===== config.mk =====
export PLATFORM = sky130hd
export DESIGN_NAME = alu_result_stage
export DESIGN_NICKNAME = d
export VERILOG_FILES = /design/src/rtl/alu_pkg.sv /design/src/rtl/result_flags.sv /design/src/rtl/alu_result_stage.sv
export SDC_FILE = /design/constraint.sdc
export NUM_CORES = 1
export LEC_CHECK = 0
export CORE_UTILIZATION = 40
export CTS_CLUSTER_SIZE = 16
export DETAILED_ROUTE_END_ITERATION = 10
export HOLD_SLACK_MARGIN = 0.1
export PLACE_DENSITY = 0.68
export SYNTH_ARGS = -nofsm -noshare
export SYNTH_HDL_FRONTEND = slang
export SYNTH_SLANG_ARGS = --single-unit

===== constraint.sdc =====
create_clock -name clk -period 3 [get_ports clk]
set_clock_uncertainty 0.15 [all_clocks]
set_input_delay 0.9 -clock clk [delete_from_list [all_inputs] [get_ports clk]]
set_output_delay 0.9 -clock clk [all_outputs]
set_load 0.02 [all_outputs]

===== src/rtl/alu_pkg.sv =====
// Shared ALU definitions: datapath widths, op codes and the packed result-entry type.
// Used by the ALU and by every stage that carries its results.
package alu_pkg;

    localparam int DATA_W = 32;
    localparam int OP_W   = 5;

    localparam logic [OP_W-1:0] OP_OR  = 5'd0;
    localparam logic [OP_W-1:0] OP_AND = 5'd1;
    localparam logic [OP_W-1:0] OP_ADD = 5'd2;
    localparam logic [OP_W-1:0] OP_NEG = 5'd3;

    typedef struct packed {
        logic [0:DATA_W-1] result;
        logic [OP_W-1:0]   op;
        logic              zero;
        logic              neg;
    } result_entry_t;

    typedef enum logic [1:0] {
        OCC_EMPTY,
        OCC_ONE,
        OCC_TWO
    } occ_t;

endpackage


===== src/rtl/result_flags.sv =====
// Zero/negative status of a result word whose bit 0 is the sign bit.
// Purely combinational so branch logic can reuse it.
module result_flags #(
    parameter int W = 32
) (
    input  logic [0:W-1] word,
    output logic         zero,
    output logic         neg
);

    assign zero = (word == '0);
    assign neg  = word[0];

endmodule


===== src/rtl/alu_result_stage.sv =====
// ALU result register with zero/neg flags, 2-entry skid buffer and delivered-result counter.
//
// state     | meaning
// OCC_EMPTY | no result held, in_ready=1
// OCC_ONE   | main entry valid, skid empty, in_ready=1
// OCC_TWO   | main and skid valid, in_ready=0
module alu_result_stage
    import alu_pkg::*;
#(
    parameter int DATA_W = alu_pkg::DATA_W,
    parameter int OP_W   = alu_pkg::OP_W,
    parameter int CNT_W  = 16
) (
    input  logic              clk,
    input  logic              reset,
    input  logic              flush,
    input  logic              in_valid,
    output logic              in_ready,
    input  logic [0:DATA_W-1] in_result,
    input  logic [OP_W-1:0]   in_op,
    output logic              out_valid,
    input  logic              out_ready,
    output logic [0:DATA_W-1] out_result,
    output logic [OP_W-1:0]   out_op,
    output logic              out_zero,
    output logic              out_neg,
    output logic [CNT_W-1:0]  res_count
);

    typedef struct packed {
        logic [0:DATA_W-1] result;
        logic [OP_W-1:0]   op;
        logic              zero;
        logic              neg;
    } entry_t;

    entry_t           m_q, m_d, s_q, s_d, in_ent;
    logic             m_vld_q, m_vld_d, s_vld_q, s_vld_d;
    logic [CNT_W-1:0] cnt_q, cnt_d;
    logic             flag_zero, flag_neg;
    logic             accept, drain;
    occ_t             occ;

    result_flags #(.W(DATA_W)) u_flags (
        .word (in_result),
        .zero (flag_zero),
        .neg  (flag_neg)
    );

    assign in_ent = '{result: in_result, op: in_op, zero: flag_zero, neg: flag_neg};

    // in_ready comes straight from a flop, so out_ready never reaches it combinationally
    assign in_ready = ~s_vld_q;
    assign accept   = in_valid & in_ready;
    assign drain    = m_vld_q & out_ready;

    always_comb begin
        if (s_vld_q)      occ = OCC_TWO;
        else if (m_vld_q) occ = OCC_ONE;
        else              occ = OCC_EMPTY;
    end

    always_comb begin
        m_d     = m_q;
        s_d     = s_q;
        m_vld_d = m_vld_q;
        s_vld_d = s_vld_q;
        cnt_d   = cnt_q;
        if (flush) begin
            m_vld_d = 1'b0;
            s_vld_d = 1'b0;
        end else begin
            if (drain && cnt_q != '1) cnt_d = cnt_q + 1'b1;
            unique case (occ)
                OCC_EMPTY: begin
                    if (accept) begin
                        m_d     = in_ent;
                        m_vld_d = 1'b1;
                    end
                end
                OCC_ONE: begin
                    if (drain && accept) begin
                        m_d = in_ent;
                    end else if (drain) begin
                        m_vld_d = 1'b0;
                    end else if (accept) begin
                        s_d     = in_ent;
                        s_vld_d = 1'b1;
                    end
                end
                OCC_TWO: begin
                    if (drain) begin
                        m_d     = s_q;
                        s_vld_d = 1'b0;
                    end
                end
                default: ;
            endcase
        end
    end

    always_ff @(posedge clk) begin
        if (reset) begin
            m_q     <= '0;
            s_q     <= '0;
            m_vld_q <= 1'b0;
            s_vld_q <= 1'b0;
            cnt_q   <= '0;
        end else begin
            m_q     <= m_d;
            s_q     <= s_d;
            m_vld_q <= m_vld_d;
            s_vld_q <= s_vld_d;
            cnt_q   <= cnt_d;
        end
    end

    assign out_valid  = m_vld_q;
    assign out_result = m_q.result;
    assign out_op     = m_q.op;
    assign out_zero   = m_q.zero;
    assign out_neg    = m_q.neg;
    assign res_count  = cnt_q;

endmodule

# After elaboration in Yosys (flattened, before gate mapping)

Index checks and enable logic that the tools add are counted.

Eq/ne operators: 10
Divide/modulo/power cells: 0
Shift-type cells: 0
Add/sub/neg operators: 1
Multiply operators: 0
Reductions and logical operators: 13
Mux-type cells: 13
Order comparisons: 0
Bitwise logic cells: 6

Operators with widths:

| cell                    | number |
|---|---|
| $mux W39                | 3 |
| $pmux W39 S3            | 1 |
| $logic_not A32 Y1       | 1 |
| $add A16 B1 Y16 const B | 1 |
| $ne A16 B16 Y1 const B  | 1 |
| $reduce_and A5 Y1       | 3 |
| $ne A2 B2 Y1 const B    | 7 |
| $mux W1                 | 6 |
| $not A1 Y1              | 4 |
| $pmux W1 S2             | 2 |
| $reduce_and A4 Y1       | 1 |
| $reduce_bool A2 Y1      | 2 |
| $reduce_bool A3 Y1      | 1 |
| $and A1 B1 Y1           | 2 |
| $eq A2 B1 Y1 const B    | 1 |
| $eq A2 B2 Y1 const B    | 1 |
| $logic_and A1 B1 Y1     | 2 |
| $logic_not A2 Y1        | 1 |
| $mux W2                 | 1 |
| $reduce_and A2 Y1       | 1 |
| $reduce_or A2 Y1        | 1 |

Memory bits (writable): 0
Latch bits: 0
ROM bits: 0
Bits of input ports: 42
Bits in registers: 96
Memories: 0
Output and inout port bits: 57

# Logic depth before layout (Yosys ltp)

Depth after elaboration: 6
Depth in mapped cells: 7
Mapped depth without buffers: 5

# Modules after synthesis

Synthesis repeated with hierarchy kept, for this count alone.

Cells, all modules: 468
Area, all modules: 4062.6 um2

Modules (own cells, without submodules):

| module           | times used | seq. area each (um2) | cells an instance | area an instance (um2) |
|---|---|---|---|---|
| alu_result_stage | 1          | 1921.8               | 456               | 3982.6 |
| result_flags     | 1          | 0.0                  | 12                | 80.1 |

# Worst setup path after synthesis

OpenSTA, ideal clock, no wires.

Path kind: in2reg
Start point: input port flush
End point: register cnt_q[15], in the netlist res_count[15]
Setup time: 121 ps
Data arrival time: 2310 ps
Slack: 419 ps
Required time: 2729 ps
Buffers on the path: 1
Stages: 5
Cell sequence: nand3b_4 > or4_1 > buf_2 > nor4b_1 > mux2_2

Cells in the longest elaborated chain, start to end: 2

Ends and longest elaborated chain:

| element                            | line                    | source |
|---|---|---|
| start, declared                    | alu_result_stage.sv:16  | `input logic flush,` |
| $not A1 Y1 (no source line)        | -                       |  |
| $reduce_and A2 Y1 (no source line) | -                       |  |
| end signal, assigned               | alu_result_stage.sv:114 | `cnt_q <= cnt_d;` |
| end, declared                      | alu_result_stage.sv:39  | `logic [CNT_W-1:0] cnt_q, cnt_d;` |

No other way between the ends.
A chain may end at the register's enable or synchronous reset.

# Final worst setup path

Start point: input port out_ready
End point: register cnt_q[15], in the netlist res_count[15]

Cells in the longest elaborated chain, start to end: 3

Ends and longest elaborated chain:

| element                            | line                   | source |
|---|---|---|
| start, declared                    | alu_result_stage.sv:22 | `input logic out_ready,` |
| $and A1 B1 Y1                      | alu_result_stage.sv:55 | `assign drain = m_vld_q & out_ready;` |
| $logic_and A1 B1 Y1                | alu_result_stage.sv:73 | `if (drain && cnt_q != '1) cnt_d = cnt_q + 1'b1;` |
| $reduce_and A2 Y1 (no source line) | -                      |  |

No other way between the ends.

==> results.yml <==
detailed_routing:
  drt_wl_total_mm: 9.372
  via_per_inst: 5.216
  post_drt_wl_per_cell_um: 13.84
  pre_antenna_drt_iters: 4
  initialDrtViolationCount: 109
  detail_route.drc_violations: 0
  via_count: 3531
  ant_nets: 0
synthesis:
  post_synth.cell_area_avg_um2: 8.646
  synth_enable_flop_cells: 0
  synth_flop_cell: "sky130_fd_sc_hd__dfxtp_1"
  synth.area.mux_share_pct: 10.54
  synth.cells.most_frequent: "94 x sky130_fd_sc_hd__dfxtp_1, 81 x sky130_fd_sc_hd__nand2_1, 50 x sky130_fd_sc_hd__a21oi_1"
  synth_area_leaders: "sky130_fd_sc_hd__dfxtp_1 48%, sky130_fd_sc_hd__mux2i_1 9.4%, sky130_fd_sc_hd__nand2_1 7.7%, sky130_fd_sc_hd__a211oi_1 7.2%, sky130_fd_sc_hd__a21oi_1 6.3%"
  asyncSetResetFlopFracSynth_pct: 0
  number_of_storage_elements_in_the_synthesis_netlist: 94
  ys_types: 32
  largest_family_of_logic_cells_by_synthesized_area: "simple AND/OR/NAND/NOR gates"
  post-synth-top-area-fraction_pct: 47.73
  synth-simple-area-share_pct: 20.66
  synth_sequential_area_ratio_pct: 47.73
  synth-xor-area-share_pct: 0
  synthAdderAreaFrac_pct: 0.3174
  synth.yosys.warnings: 0
  synth-compound-area-share_pct: 16.72
  synth_top_cell_by_area: "sky130_fd_sc_hd__dfxtp_1"
  mappedNetlistNets: 499
  netlist_area_um2: 3943
  syn_inst: 456
  cell_with_the_most_instances_after_synthesis: "sky130_fd_sc_hd__dfxtp_1"
setup_path:
  critical_path.reg2reg.endpoint: "out_result[3]"
  end_kind: "flip-flop"
  worst-path-max-fanout: 4
  critical_path_class: "input pin to flip-flop"
  reg2reg_slack_ns: 0.70
  regToRegStartpoint: "s_vld_q"
  rr_worst_depth: 6
  worst_ep_required_time_ns: 3.09
  timing.critical_path.arrival_ns: 2.78
  critical_path.startpoint_type: "input pin"
flow_run:
  max_cap_violations: 0
clocking:
  cts.sink_count: 94
  numCtsBuffers: 9
  cts_tree: "built"
  clock_insertion_delay_worst_skew_ns: 0.35
  cts.path.max_buffers: 2
  postCtsSetupRepairBufs: 0
  clock_tree.root_cell: "sky130_fd_sc_hd__clkbuf_8"
  ctsHoldBuffers: 0
  cts_resized: 0
  clkSlewWorstSetupHoldPaths_ns: 0.09
  cts_max_level: 3
global_route:
  antenna_violations_before_repair: 0
  grt_overflow: 0
  grt_pass1_vias: 3170
  gr-usage-all-layers_pct: 18.79
  grt_first_pass_wirelength_mm: 15.23
  grt_start_max_net_pins: 74
pwr:
  power.ir.vdd_worst_uv: 292.6
  clockPowerShare_pct: 32.7
  p_comb_share_pct: 13.6
  post-layout-total-power_mw: 2.444
  leakage_power_summed_over_all_cells_nw: 1.657
  p_switching_mw: 0.6568
  internal_power_mw: 1.787
  power_frac_seq_pct: 53.6
  sw_share_pct: 26.87
  cellPowerDensity_nw_per_um2: 462.8
cells_and_area:
  antenna-diode-count: 0
  fraction_of_layout_cells_with_a_size_suffix_above_1_pct: 7.299
  area_growth_pct: 33.96
  fin_area_um2: 5281
  register_area_um2: 1883
  area_of_the_multi_input_gates_um2: 1928
  fillerInstances: 863
  num-nets-final: 586
sta:
  final_critical_path_time_including_i_o_delays_and_setup_ns: 2.685
  worst_pin_slew_ns: 0.7488
  final-max-slew-violation-count: 0
  max_fclk_ghz: 0.3725
  hold_violations: 0
  grt_setup_unrepaired: "no"
  timing.max_slew.rel_slack_pct: 50.08
  layout_setup_ws_ns: 0.3151
  final-setup-viol-count: 0
  finalHoldWorstSlack_ns: 0.3070
  portion_of_the_clock_cycle_consumed_by_the_worst_path_in_the_final_layout_pct: 89.50
  timing.setup.tns_ns: 0
placed_design:
  placed_cell_area_um2: 5092
  placement.setup.worst_slack_ns: -0.05483
  post-dp-hpwl_mm: 6.252
  gpl.final_weighted_congestion: 0.7866
  buffer_ports.inserted: 98
die:
  chipWidth_um: 101.3
  die_height_um: 101.3
  die-area_um2: 10260
  effective_utilization_at_floorplan_pct: 41.87
  floorplan.core_area_um2: 9415
  rows: 35
  io-pin-count: 99
min_path:
  end_of_the_worst_hold_path: "s_q[19]"
  cell_depth_of_the_worst_min_delay_path: 2
  holdCritPathClass: "flip-flop to flip-flop"
  hold_path_startpoint: "s_q[19]"
outcome:
  run_status: "complete, no violations"
-- power by group through the flow --
stage,clock network (mW),registers [mW],logic (mW)
final,0.800,1.31,0.333
after global routing,0.881,1.32,0.359
after CTS,0.833,1.31,0.337
after detailed placement,0,1.34,0.335
after global placement,0,1.34,0.332
after floorplan,0,1.38,0.113
-- final cells by class --
class                      count  area share, %
sequential                    94          35.66
timing repair buffer         111          20.85
multi-input combinational    322          36.51
clock buffer                  10          2.606
clock inverter                 6         0.9713
tap                          129          3.056
inverter                       5         0.3554
-- how the worst max path moves through the flow --
| stage | start | endpoint | slack [ns] |
|---|---|---|---|
| 6_report | out_ready | res_count[15] | 0.32 |
| 5_1_grt | out_ready | res_count[15] | 0.28 |
| 4_1_cts | out_ready | res_count[15] | 0.33 |
| 3_5_place_dp | out_ready | res_count[15] | -0.05 |
| 3_3_place_gp | out_ready | res_count[15] | -0.02 |
| 2_1_floorplan | flush | res_count[15] | 0.42 |
-- flip-flops by register name, indices dropped and copies added, names as in the netlist --
register / cells
s_q: 38
out_result: 31
res_count: 16
out_op: 5
out_neg: 1
out_valid: 1
out_zero: 1
s_vld_q: 1
-- metal layers --
metal	share of wire [%]	track usage [%]	vias up	wire, um
met5	0	0	-	0
met4	1.0	6.020	0	95
met3	3.4	3.106	8	322
met2	49	31.92	72	4548
met1	47	24.35	1646	4406
li1	-	-	1805	-
-- metrics by stage --
step,utilization (%),cells
2_1_floorplan,-,456
3_3_place_gp,54.09,661
3_5_place_dp,54.09,661
4_1_cts,56.09,677
5_1_grt,56.09,677
6_report,56.09,677
-- critical path, cell delays in order --
cell	delay (ns)
sky130_fd_sc_hd__clkdlybuf4s50_1	0.52
sky130_fd_sc_hd__nand3b_4	0.08
sky130_fd_sc_hd__or4_1	0.59
sky130_fd_sc_hd__nor4b_1	0.31
sky130_fd_sc_hd__mux2_2	0.37
-- cells in the final DEF (no fill, tap or decap), types with 2 or more instances in the layout --
master / instances
sky130_fd_sc_hd__a211oi_1: 38
sky130_fd_sc_hd__a21oi_1: 50
sky130_fd_sc_hd__buf_12: 2
sky130_fd_sc_hd__buf_4: 12
sky130_fd_sc_hd__clkbuf_8: 10
sky130_fd_sc_hd__clkdlybuf4s50_1: 97
sky130_fd_sc_hd__clkinv_4: 2
sky130_fd_sc_hd__dfxtp_1: 93
sky130_fd_sc_hd__inv_1: 5
sky130_fd_sc_hd__inv_6: 3
sky130_fd_sc_hd__mux2_2: 4
sky130_fd_sc_hd__mux2i_1: 37
sky130_fd_sc_hd__nand2_1: 81
sky130_fd_sc_hd__nand3_1: 6
sky130_fd_sc_hd__nand4_1: 5
sky130_fd_sc_hd__nor2_1: 43
sky130_fd_sc_hd__nor2b_1: 5
sky130_fd_sc_hd__nor4_1: 10
sky130_fd_sc_hd__nor4b_1: 2
sky130_fd_sc_hd__o21ai_0: 4
sky130_fd_sc_hd__o31ai_1: 8
sky130_fd_sc_hd__o41ai_1: 2
sky130_fd_sc_hd__or2_2: 2
sky130_fd_sc_hd__or3_1: 6
sky130_fd_sc_hd__or4_1: 10
-- kinds of logic after synthesis --
| logic type | after synthesis |
|---|---|
| AO/OA/AOI/OAI | 105 |
| flip-flops | 94 |
| multiplexers | 41 |
| adder cells (fa/ha/maj) | 1 |
| AND/OR/NAND/NOR | 175 |
| buffers and inverters | 40 |
No activity file was read; power rests on OpenSTA's default activity.
==> edit, RTL diff (config.mk and constraints unchanged) <==
The parameter `CNT_W` goes from 16 to 32.
--- a/src/rtl/alu_result_stage.sv
+++ b/src/rtl/alu_result_stage.sv
@@ -11,3 +11,3 @@
     parameter int OP_W   = alu_pkg::OP_W,
-    parameter int CNT_W  = 16
+    parameter int CNT_W  = 32
 ) (
Interface: changed (resized res_count); port bits go from 99 to 115. No check against the original RTL was run, so the function may have changed too.
==> edit against the unedited design <==
- the flow now finishes with violations (design-rule violations)
- worst setup slack improved by 6.7 ps
- wire length grew 32%
- critical path depth did not move
- global-route usage grew 1.5 points
- area after synthesis increased by 23%
- final area is 22% higher
- total power up 22%
- sequential share of layout area is 1.5 points lower
- sequential cell count rose by 16
- critical endpoint is now res_count[31]$_SDFFE_PP0P_
- largest cell class unchanged
- largest power group unchanged
- highest routed layer unchanged
==> edit: results <==
status:
  status: "finished, violations left"
  violations: "design-rule violations"
power_and_ir_drop:
  ir_worst_vdd_v: 0.0003961
  leakagePower_uw: 0.002029
critical_path:
  arrival_ps: 2770
  critPathMaxStageDelay_ps: 500
  cp_max_fo: 7
  rr_startpoint: "res_count[0]$_SDFFE_PP0P_"
  r2r_slack_ps: 500
  cpMaxStageDelayCell: "clkdlybuf4s50_1"
  critical_path.startpoint: "flush"
synth:
  synthCells: 568
  synthDistinctLibCells: 49
  netlist_top_cells_area: "dfxtp_1 (45%), mux2i_1 (7.6%), nand2_1 (7.3%)"
  syn_nets: 611
  ys_seq_area_frac: 0.4536
  synth.top_cells.by_count: "dfxtp_1 (110), nand2_1 (94), a21oi_1 (57), nor2_1 (57), a211oi_1 (39)"
clocking:
  clk_transition_reported_paths_ps: 70
  cts_root_buffer: "clkbuf_16"
  worstSkewPairLatency_ps: 350
  cts_buffer_depth: 2
placement:
  dpl.hpwl_um: 8507
  dp.cells: 798
  place_area_sq_um: 6168
  port_buffers: 114
  place_ws_ps: -7.044
  gp_congestion: 0.8548
drt:
  drc: 8
  wl_um: 12340
  vias: 4522
  first_pass_iters: 7
  wire_per_inst_um: 15.16
  initialDrtViolationCount: 265
  route.antenna.remaining_nets: 0
grt:
  grt_pass1_wl_um: 20590
  grt_max_degree: 77
  grtUsageTotal: 0.2025
  grt_pass1_vias: 4344
timing:
  finalHoldWorstSlack_ps: 307.7
  period_share: 0.8927
  slew_headroom: 0.5355
final_layout:
  post_route_cells_drive_above_1_share: 0.06408
  layout.nets: 709
  fill_cells: 1090
hold_path:
  min_from: "s_q[5]$_SDFFE_PP0P_"
## edit: per-stage QoR
stage / power, uW / util
6_report: 2983 / 0.5547
5_1_grt: 3112 / 0.5547
4_1_cts: 3020 / 0.5547
3_5_place_dp: 1899 / 0.5311
3_3_place_gp: 1894 / 0.5311
2_1_floorplan: 1715 / -
## edit: routing by layer
| layer | wire [um] | track usage |
|---|---|---|
| met1 | 5496 | 0.2434 |
| met2 | 6029 | 0.3511 |
| met3 | 604 | 0.04806 |
| met4 | 210 | 0.07644 |
| met5 | 0 | 0 |
## edit: path summary, 6_finish.rpt
| check | to | cells past startpoint |
|---|---|---|
| max | res_count[31]$_SDFFE_PP0P_ | 5 |
| min | s_q[5]$_SDFFE_PP0P_ | 2 |
| max reg2reg | res_count[13]$_SDFFE_PP0P_ | 6 |
| min reg2reg | s_q[5]$_SDFFE_PP0P_ | 2 |
## edit: where the power goes
| part | total (uW) | switching (uW) | internal [uW] |
|---|---|---|---|
| combinational | 339 | 175 | 164 |
| sequential | 1530 | 24.7 | 1500 |
| clock | 1120 | 551 | 568 |
| total | 2980 | 751 | 2230 |
## edit: cell type report
type / count / area share
multi-input combinational: 417 / 0.3880
sequential: 110 / 0.3420
timing repair buffer: 126 / 0.1985
clock buffer: 10 / 0.03554
tap: 143 / 0.02777
clock inverter: 6 / 0.006992
inverter: 2 / 0.001165
## edit: kinds of logic after synthesis
logic type	after synthesis	share of synthesized area
compound gates	123	0.1570
xor+xnor	8	0.01443
fa+ha+maj	1	0.002577
buf+inv	41	0.03685
flops	110	0.4536
mux	43	0.09021
simple gates	242	0.2454
## edit: worst register-to-register path: stages (launching register included)
cell and delay [ps]:
dfxtp_1 440, ha_1 270, nand4_1 180, nor4_4 480
and3_1 470, nor3b_1 120, mux2_2 280
